==> src/rtl/seq_sign_mpy_ctrl_if.sv <==
// Handshake bundle between a host (driver) and the sequential signed multiplier.
// start/a/b come from the host, while busy/done/product/dbg_state come from the multiplier.
interface seq_sign_mpy_ctrl_if #(
  parameter int WIDTH = 4
) ();
  // Handshake: start is accepted only on an edge where the multiplier is not busy.
  // busy stays high for WIDTH cycles, and then done pulses for one cycle while product is valid.
  logic                 start;
  logic [WIDTH-1:0]     a;
  logic [WIDTH-1:0]     b;
  logic                 busy;
  logic                 done;
  logic [2*WIDTH-1:0]   product;
  logic [1:0]           dbg_state;

  modport master (
    output start, a, b,
    input  busy, done, product, dbg_state
  );

  modport slave (
    input  start, a, b,
    output busy, done, product, dbg_state
  );
endinterface

==> src/rtl/seq_sign_mpy_ctrl.sv <==
// Iterative two's-complement multiplier that adds one partial product per clock through a shared adder.
// The final (MSB) partial product is subtracted, so signed operands need no sign-extension rows.
module seq_sign_mpy_ctrl #(
  parameter int WIDTH = 4,
  parameter int CNT_W = 4
) (
  input  logic                clk,
  input  logic                rst_n,
  seq_sign_mpy_ctrl_if.slave  bus
);

  localparam logic [1:0] S_IDLE = 2'd0;
  localparam logic [1:0] S_RUN  = 2'd1;
  localparam logic [1:0] S_DONE = 2'd2;

  logic [1:0]           r_state;
  logic [WIDTH-1:0]     r_ra;
  logic [WIDTH-1:0]     r_rb;
  logic [2*WIDTH-1:0]   r_acc;
  logic [CNT_W-1:0]     r_cnt;
  logic [2*WIDTH-1:0]   r_product;

  logic [2*WIDTH-1:0]   w_term;
  logic [WIDTH-1:0]     w_rb_sh;
  logic                 w_bit;
  logic                 w_last;
  logic [2*WIDTH-1:0]   w_next_acc;

  // The multiplicand is sign-extended to the product width before shifting, so each term is already signed.
  assign w_term  = {{WIDTH{r_ra[WIDTH-1]}}, r_ra} << r_cnt;
  assign w_rb_sh = r_rb >> r_cnt;
  assign w_bit   = w_rb_sh[0];
  assign w_last  = (r_cnt == CNT_W'(WIDTH - 1));

  always_comb begin
    w_next_acc = r_acc;
    if (w_bit) begin
      if (w_last) w_next_acc = r_acc - w_term;
      else        w_next_acc = r_acc + w_term;
    end
  end

  always_ff @(posedge clk or negedge rst_n) begin
    if (!rst_n) begin
      r_state   <= S_IDLE;
      r_ra      <= '0;
      r_rb      <= '0;
      r_acc     <= '0;
      r_cnt     <= '0;
      r_product <= '0;
    end else begin
      case (r_state)
        S_RUN: begin
          r_acc <= w_next_acc;
          r_cnt <= r_cnt + 1'b1;
          if (w_last) begin
            r_product <= w_next_acc;
            r_state   <= S_DONE;
          end
        end
        S_IDLE, S_DONE: begin
          // DONE accepts a new start directly, so a held start gives one operation every WIDTH+1 cycles.
          if (bus.start) begin
            r_ra    <= bus.a;
            r_rb    <= bus.b;
            r_acc   <= '0;
            r_cnt   <= '0;
            r_state <= S_RUN;
          end else begin
            r_state <= S_IDLE;
          end
        end
        default: r_state <= S_IDLE;
      endcase
    end
  end

  assign bus.busy      = (r_state == S_RUN);
  assign bus.done      = (r_state == S_DONE);
  assign bus.product   = r_product;
  assign bus.dbg_state = r_state;

endmodule

==> src/flat_wrapper.sv <==
// flat-port wrapper written by rule: the top's interface ports become plain ports
module seq_sign_mpy_ctrl_flat 
#(
  parameter int WIDTH = 4,
  parameter int CNT_W = 4
)
  (clk, rst_n, bus_start, bus_a, bus_b, bus_busy, bus_done, bus_product, bus_dbg_state);
  seq_sign_mpy_ctrl_if #(.WIDTH(WIDTH)) bus_i ();
  input  logic clk;
  input  logic rst_n;
  input wire logic [$bits(bus_i.start)-1:0] bus_start;
  input wire logic [$bits(bus_i.a)-1:0] bus_a;
  input wire logic [$bits(bus_i.b)-1:0] bus_b;
  output wire logic [$bits(bus_i.busy)-1:0] bus_busy;
  output wire logic [$bits(bus_i.done)-1:0] bus_done;
  output wire logic [$bits(bus_i.product)-1:0] bus_product;
  output wire logic [$bits(bus_i.dbg_state)-1:0] bus_dbg_state;
  assign bus_i.start = bus_start;
  assign bus_i.a = bus_a;
  assign bus_i.b = bus_b;
  assign bus_busy = bus_i.busy;
  assign bus_done = bus_i.done;
  assign bus_product = bus_i.product;
  assign bus_dbg_state = bus_i.dbg_state;
  seq_sign_mpy_ctrl #(.WIDTH(WIDTH), .CNT_W(CNT_W)) u_core (.clk(clk), .rst_n(rst_n), .bus(bus_i));
endmodule
==> config.mk <==
export PLATFORM = sky130hd
export DESIGN_NAME = seq_sign_mpy_ctrl_flat
export DESIGN_NICKNAME = d
export VERILOG_FILES = /design/src/rtl/seq_sign_mpy_ctrl_if.sv /design/src/rtl/seq_sign_mpy_ctrl.sv /design/src/flat_wrapper.sv
export SDC_FILE = /design/constraint.sdc
export NUM_CORES = 1
export LEC_CHECK = 0
export CORE_ASPECT_RATIO = 0.8
export CORE_MARGIN = 2
export CORE_UTILIZATION = 53
export DETAILED_ROUTE_END_ITERATION = 6
export PLACE_DENSITY = 0.78
export SLEW_MARGIN = 20
export SYNTH_ARGS = -nofsm -noshare
export SYNTH_HDL_FRONTEND = slang
export SYNTH_SLANG_ARGS = --single-unit
==> constraint.sdc <==
create_clock -name clk -period 9.6 [get_ports clk]
set_input_delay 2.88 -clock clk [delete_from_list [all_inputs] [get_ports clk]]
set_output_delay 2.88 -clock clk [all_outputs]
set_load 0.03 [all_outputs]
# Word-level counts from Yosys, hierarchy flattened

Cells that the tools add are included.

Register bits after elaboration: 30
Output and inout port bits: 12

Add/sub/neg operators: 3
Equality and inequality tests: 5
Shifts and indexed selects: 2
Multiplexer cells: 9
Reduce and logical (&&, ||, !) cells: 6

Operators with widths:

| operator              | number |
|---|---|
| $mux W8               | 3 |
| $pmux W8 S2           | 1 |
| $add A8 B8 Y8         | 1 |
| $pmux W4 S2           | 1 |
| $shl A8 B4 Y8         | 1 |
| $sub A8 B8 Y8         | 1 |
| $reduce_and A2 Y1     | 3 |
| $add A4 B1 Y4 const B | 1 |
| $eq A4 B2 Y1 const B  | 1 |
| $mux W4               | 1 |
| $pmux W2 S2           | 1 |
| $shr A4 B4 Y1         | 1 |
| $eq A2 B1 Y1 const B  | 1 |
| $eq A2 B2 Y1 const B  | 1 |
| $logic_not A2 Y1      | 1 |
| $mux W2               | 1 |
| $ne A2 B1 Y1 const B  | 1 |
| $ne A2 B2 Y1 const B  | 1 |
| $reduce_bool A2 Y1    | 1 |
| $reduce_or A2 Y1      | 1 |
| $mux W1               | 1 |

# Depth between registers and ports, before layout

Gate-level depths: netlist (run 1).

Depth in word-level cells: 5
Mapped depth: 17

# Worst setup path before layout (run 1)

OpenSTA, ideal clock, no wires.

Path kind: register -> output
Start: reg u_core.r_state[1], in the netlist u_core.bus.dbg_state[1]
End: out bus_busy
Data arrival time: 1.269 ns
Data required time: 6.720 ns
Slack: 5.451 ns
Stages on the path, launching flop included: 4
Buffers on the path: 1
Cell sequence: dfrtp_1 -> nand2b_1 -> inv_1 -> clkbuf_1

Longest elaborated chain between the ends: 1

Ends and longest elaborated chain:

| what                   | line                    | source |
|---|---|---|
| from (decl)            | seq_sign_mpy_ctrl.sv:16 | `logic [1:0] r_state;` |
| from (signal assigned) | seq_sign_mpy_ctrl.sv:45 | `r_state <= S_IDLE;` |
| from (signal assigned) | seq_sign_mpy_ctrl.sv:58 | `r_state <= S_DONE;` |
| from (signal assigned) | seq_sign_mpy_ctrl.sv:68 | `r_state <= S_RUN;` |
| $eq A2 B1 Y1           | seq_sign_mpy_ctrl.sv:78 | `assign bus.busy = (r_state == S_RUN);` |
| to (decl)              | flat_wrapper.sv:14      | `output wire logic [$bits(bus_i.busy)-1:0] bus_busy;` |

Every way passes these cells.

# Worst setup path after layout (run 1)

Ends and elaborated chain as after synthesis.

==> results.json, run 1 <==
{
  "status": "finished, final reports clean",
  "cts_made_buffers": 5,
  "vias": 1802,
  "viasPerCell": 5.596,
  "fmax_ghz": 0.2091,
  "first_pass_iters": 4,
  "nets": 287,
  "clk_pin_slew_ns": 0.06,
  "placed_cells": 314,
  "grt_max_degree": 31,
  "areaGrowthSynthToFinish_pct": 15.93,
  "cts_tree": "done",
  "io_pins": 23,
  "wire_per_inst_um": 14.14,
  "clockRootBuffer": "clkbuf_8",
  "grt_usage_pct": 23.46,
  "finalSetupViolCount": 0,
  "clock_latency_ns": 0.28,
  "grt_pass1_wl_mm": 7.886,
  "row_count": 20,
  "die_w_um": 74.20,
  "antenna_found_initial": 0,
  "overflow": 0,
  "drt_iter0_drc": 136,
  "worstHoldEndpoint": "u_core.r_rb[3]",
  "htree_levels": 2,
  "synth_edf_count": 0,
  "synth_ff_type": "dfrtp_1",
  "syn_avg_cell_area_um2": 8.425,
  "path_class": "reg2out",
  "syn_area_um2": 2090,
  "layout_common_cells": "49 x nand2_1, 30 x dfrtp_1, 22 x clkdlybuf4s50_1",
  "clock_skew_ns": 0.006147,
  "dp_hpwl_mm": 3.382,
  "synth.net_count": 269,
  "synth_top_family_by_area": "simple AND/OR/NAND/NOR gates",
  "maxCapViolCount": 0,
  "reg2reg_depth": 12,
  "synth_fa_ha_area_share_pct": 6.347,
  "drive_above_1_share_pct": 7.865,
  "ys_async_sr_fraction_pct": 100.0,
  "port_buffers": 22,
  "drc": 0,
  "antenna_cells": 0,
  "ys_seq_area_share_pct": 35.93,
  "hp-start": "u_core.r_rb[3]",
  "place_ws_ns": 4.910,
  "timing.rr.end": "u_core.bus.product[7]",
  "hold_path_class": "reg2reg",
  "netlist_instances": 248,
  "critPathMaxFanout": 11,
  "synth-simple-area-share_pct": 22.34,
  "cts_resized": 0,
  "antenna_left": 0,
  "startpoint_type": "flop",
  "die_area_um2": 4464,
  "reg2reg_from": "u_core.r_cnt[1]",
  "relSlewSlack_pct": 42.20,
  "wirelength_mm": 4.552,
  "tns_ns": 0,
  "slew_violations": 0,
  "synthTopCellsByArea": "dfrtp_1 36%, nand2_1 8.8%, ha_1 5.4%",
  "required_ns": 6.72,
  "yosys.area.top_type": "dfrtp_1",
  "gp_congestion": 0.8220,
  "final_common_cell": "nand2_1",
  "post-cts-setup-buffers": 0,
  "fin_ws_ns": 4.818,
  "crit_path_end_kind": "output pin",
  "die_y_um": 60.16,
  "finalNonFillerCells": 322,
  "cts_hold_buf": 0,
  "start_util_pct": 55.30,
  "synth_top_area_share_pct": 35.93,
  "synth_compound_area_share_pct": 21.62,
  "clock_sinks": 30,
  "cts_buffer_depth": 2,
  "holdWs_ns": 0.4779,
  "post-route-period-util_pct": 49.82,
  "crit_arrival_ns": 1.90,
  "period_needed_ns": 4.782,
  "synth-seq-cells": 30,
  "ys_types": 51,
  "finalHoldViolCount": 0,
  "rsz0062_at_grt": "false",
  "hold_path_depth": 2,
  "synth-xor-area-share_pct": 3.353,
  "yosys-mux-area-fraction_pct": 5.808,
  "worstMarginPinSlew_ns": 0.8637,
  "grt_pass1_vias": 1675,
  "core_um2": 3779,
  "reg2reg_slack_ns": 5.52,
  "ys_warn_count": 0
}
flip-flops by register name, indices dropped and copies added (netlist names):
signal / flops
u_core.bus.product: 8
u_core.r_ra: 4
u_core.r_cnt: 4
u_core.r_acc: 8
u_core.bus.dbg_state: 2
u_core.r_rb: 4
Yosys cell counts (5+ instances only):
library cell and instances:
a21oi_1 14, clkbuf_1 8, dfrtp_1 30, ha_1 9
inv_1 10, mux2i_1 5, nand2_1 49, nor2_1 20
nor2b_1 9, o21ai_0 21, xnor2_1 7
layout make-up:
type | instances | area [um^2]
inverters | 11 | 41.29
fillers | 340 | 1356
repair buffers | 23 | 227.7
clock inverters | 1 | 5.005
flip-flops and latches | 30 | 750.7
clock buffers | 7 | 86.33
well taps | 55 | 68.82
multi-input cells | 195 | 1242
per-layer routing:
metal  up-vias  GRT usage (%)  part of all wire [%]
li1        900              -                     -
met1       849          35.68                    50
met2        41          32.65                    43
met3        12          3.879                   4.2
met4         0          10.13                   2.2
met5         -              0                     0
cells by family after synthesis:
family,count (synthesis)
AOI/OAI and AO/OA,65
xor gates and xnor gates,8
adders and majority gates,10
buffers and inverters,23
DFF,30
muxes,10
and+or+nand+nor,102
how the worst max path moves through the flow:
stage	from	endpoint	slack, ns	cells after the start
2_1_floorplan	u_core.bus.dbg_state[1]	bus_busy	5.45	3
3_3_place_gp	bus_start	u_core.r_acc[4]	4.97	5
3_5_place_dp	bus_start	u_core.r_acc[4]	4.91	5
4_1_cts	u_core.bus.dbg_state[1]	bus_busy	4.82	3
5_1_grt	u_core.bus.dbg_state[1]	bus_busy	4.73	3
6_report	u_core.bus.dbg_state[1]	bus_busy	4.82	3
critical path, cell delays in order, from the launching register on:
cell and delay [ns]:
dfrtp_1 0.38, nand2b_1 0.21, inv_1 0.29, clkdlybuf4s50_1 0.74
metrics by stage:
| step | instance area [um^2] | util [%] |
|---|---|---|
| floorplan | 2090 | - |
| global placement | 2331 | 61.69 |
| detailed placement | 2331 | 61.69 |
| CTS | 2422 | 64.11 |
| global route | 2422 | 64.11 |
| finish | 2422 | 64.11 |
Power of run 1 is not shown: default switching activity piles up to over one toggle a cycle in this logic, so the estimate is an artifact.
==> run 2, diff against run 1 <==
--- a/config.mk
+++ b/config.mk
@@ -7,7 +7,7 @@
 export LEC_CHECK = 0
 export CORE_ASPECT_RATIO = 0.8
 export CORE_MARGIN = 2
-export CORE_UTILIZATION = 53
+export CORE_UTILIZATION = 51
 export DETAILED_ROUTE_END_ITERATION = 6
 export PLACE_DENSITY = 0.78
 export SLEW_MARGIN = 20
==> constraint.sdc (replaced) <==
create_clock -name clk -period 3.86 [get_ports clk]
set_input_delay 1.158 -clock clk [delete_from_list [all_inputs] [get_ports clk]]
set_output_delay 1.158 -clock clk [all_outputs]
set_load 0.03 [all_outputs]
==> results.json, run 2 (synthesized netlist as in run 1, its figures left out) <==
{
  "met2_usage_pct": 31.80,
  "cts_hold_buf": 0,
  "fin_ws_ns": 0.3349,
  "die_y_um": 61.25,
  "seqCellArea_um2": 753.2,
  "clockRootBuffer": "clkbuf_8",
  "holdWs_ns": 0.4797,
  "port_buffers": 22,
  "grt_pass1_vias": 1660,
  "drt_iter0_drc": 165,
  "nFillCells": 316,
  "grt_max_degree": 31,
  "grt_pass1_wl_mm": 8.086,
  "drc": 0,
  "cts_buffer_depth": 2,
  "antenna_left": 0,
  "hold_path_class": "reg2reg",
  "clock_skew_ns": 0.009097,
  "slew_violations": 0,
  "core_um2": 3854,
  "antenna_cells": 0,
  "crit_arrival_ns": 3.75,
  "vias": 1821,
  "cts_tree": "done",
  "path_class": "reg2reg",
  "first_pass_iters": 4,
  "worstMarginPinSlew_ns": 0.5150,
  "overflow": 0,
  "relSlewSlack_pct": 65.66,
  "start_util_pct": 54.22,
  "required_ns": 4.09,
  "status": "finished, final reports clean",
  "grt_use_met3_pct": 6.383,
  "startpoint_type": "flop",
  "final_common_cell": "nand2_1",
  "gp_congestion": 0.8633,
  "clock_latency_ns": 0.29,
  "use_met1_pct": 36.95,
  "die_area_um2": 4628,
  "rsz0062_at_grt": "false",
  "row_count": 20,
  "finalNonFillerCells": 329,
  "finalHoldViolCount": 0,
  "tns_ns": 0,
  "fmax_ghz": 0.2837,
  "finalSetupViolCount": 0,
  "viasPerCell": 5.535,
  "drive_above_1_share_pct": 12.04,
  "die_w_um": 75.57,
  "areaGrowthSynthToFinish_pct": 19.10,
  "wire_per_inst_um": 14.56,
  "dp_hpwl_mm": 3.442,
  "io_pins": 23,
  "place_ws_ns": 0.1643,
  "nets": 294,
  "clk_pin_slew_ns": 0.07,
  "post-route-period-util_pct": 91.32,
  "layout_common_cells": "49 x nand2_1, 28 x dfrtp_1, 22 x clkdlybuf4s50_1",
  "grt_busiest_layer": "met1",
  "grt_usage_pct": 23.93,
  "wirelength_mm": 4.790,
  "antenna_found_initial": 0,
  "clock_sinks": 30,
  "crit_path_end_kind": "flop",
  "maxCapViolCount": 0,
  "cts_made_buffers": 5,
  "htree_levels": 2,
  "multi_input_area_um2": 1250,
  "period_needed_ns": 3.525,
  "placed_cells": 321,
  "critPathMaxFanout": 7
}
run 2: cell count changes in the layout (fill, tap and decap cells not counted), sizes merged:
cell	previous run	this run
clkinvlp	0	1
buf	1	8
clkbuf	7	6
run 2: critical path: stages (launching register included):
cell     delay, ns
dfrtp_1       0.37
or2_2         0.36
or3_1         0.36
ha_1          0.29
nor3_1        0.19
a21oi_1       0.06
o21ai_1       0.20
ha_1          0.31
a21oi_2       0.21
o21ai_0       0.13
o41ai_1       0.31
xor2_1        0.18
or4_1         0.42
nand3_1       0.09
run 2: worst paths after layout:
| check | cells past startpoint | end | slack, ns | start |
|---|---|---|---|---|
| max | 13 | u_core.r_acc[7] | 0.33 | u_core.r_cnt[3] |
| min | 2 | u_core.r_rb[3] | 0.48 | u_core.r_rb[3] |
| max reg2reg | 13 | u_core.r_acc[7] | 0.33 | u_core.r_cnt[3] |
| min reg2reg | 2 | u_core.r_rb[3] | 0.48 | u_core.r_rb[3] |
| max in group asynchronous | 2 | u_core.r_cnt[1] | 2.31 | rst_n |
| min in group asynchronous | 2 | u_core.r_ra[1] | 1.26 | rst_n |
run 2: layout make-up:
class | count | area share [%]
multi-input combinational | 195 | 50.23
clock inverter | 2 | 0.5028
sequential | 30 | 30.27
timing repair buffer | 30 | 11.26
tap | 55 | 2.765
inverter | 11 | 1.659
clock buffer | 6 | 3.318
run 2: metrics by stage:
step | util, % | instance area (um^2)
after detailed placement | 61.85 | 2384
after global routing | 64.58 | 2489
final | 64.58 | 2489
after CTS | 64.32 | 2479
after global placement | 61.85 | 2384
after floorplan | - | 2090
run 2: metal layers:
metal	vias to the layer above	wire length (um)
li1	917	-
met1	846	2466
met2	50	2000
met3	8	248
met4	0	75
met5	-	0
run 2: what timing repair did:
| item | CTS | global route |
|---|---|---|
| setup buffers | 0 | 0 |
| endpoints found under the setup margin | 0 | 2 |
| resized for setup | 0 | 5 |
Power of run 2 is left out for the same reason.
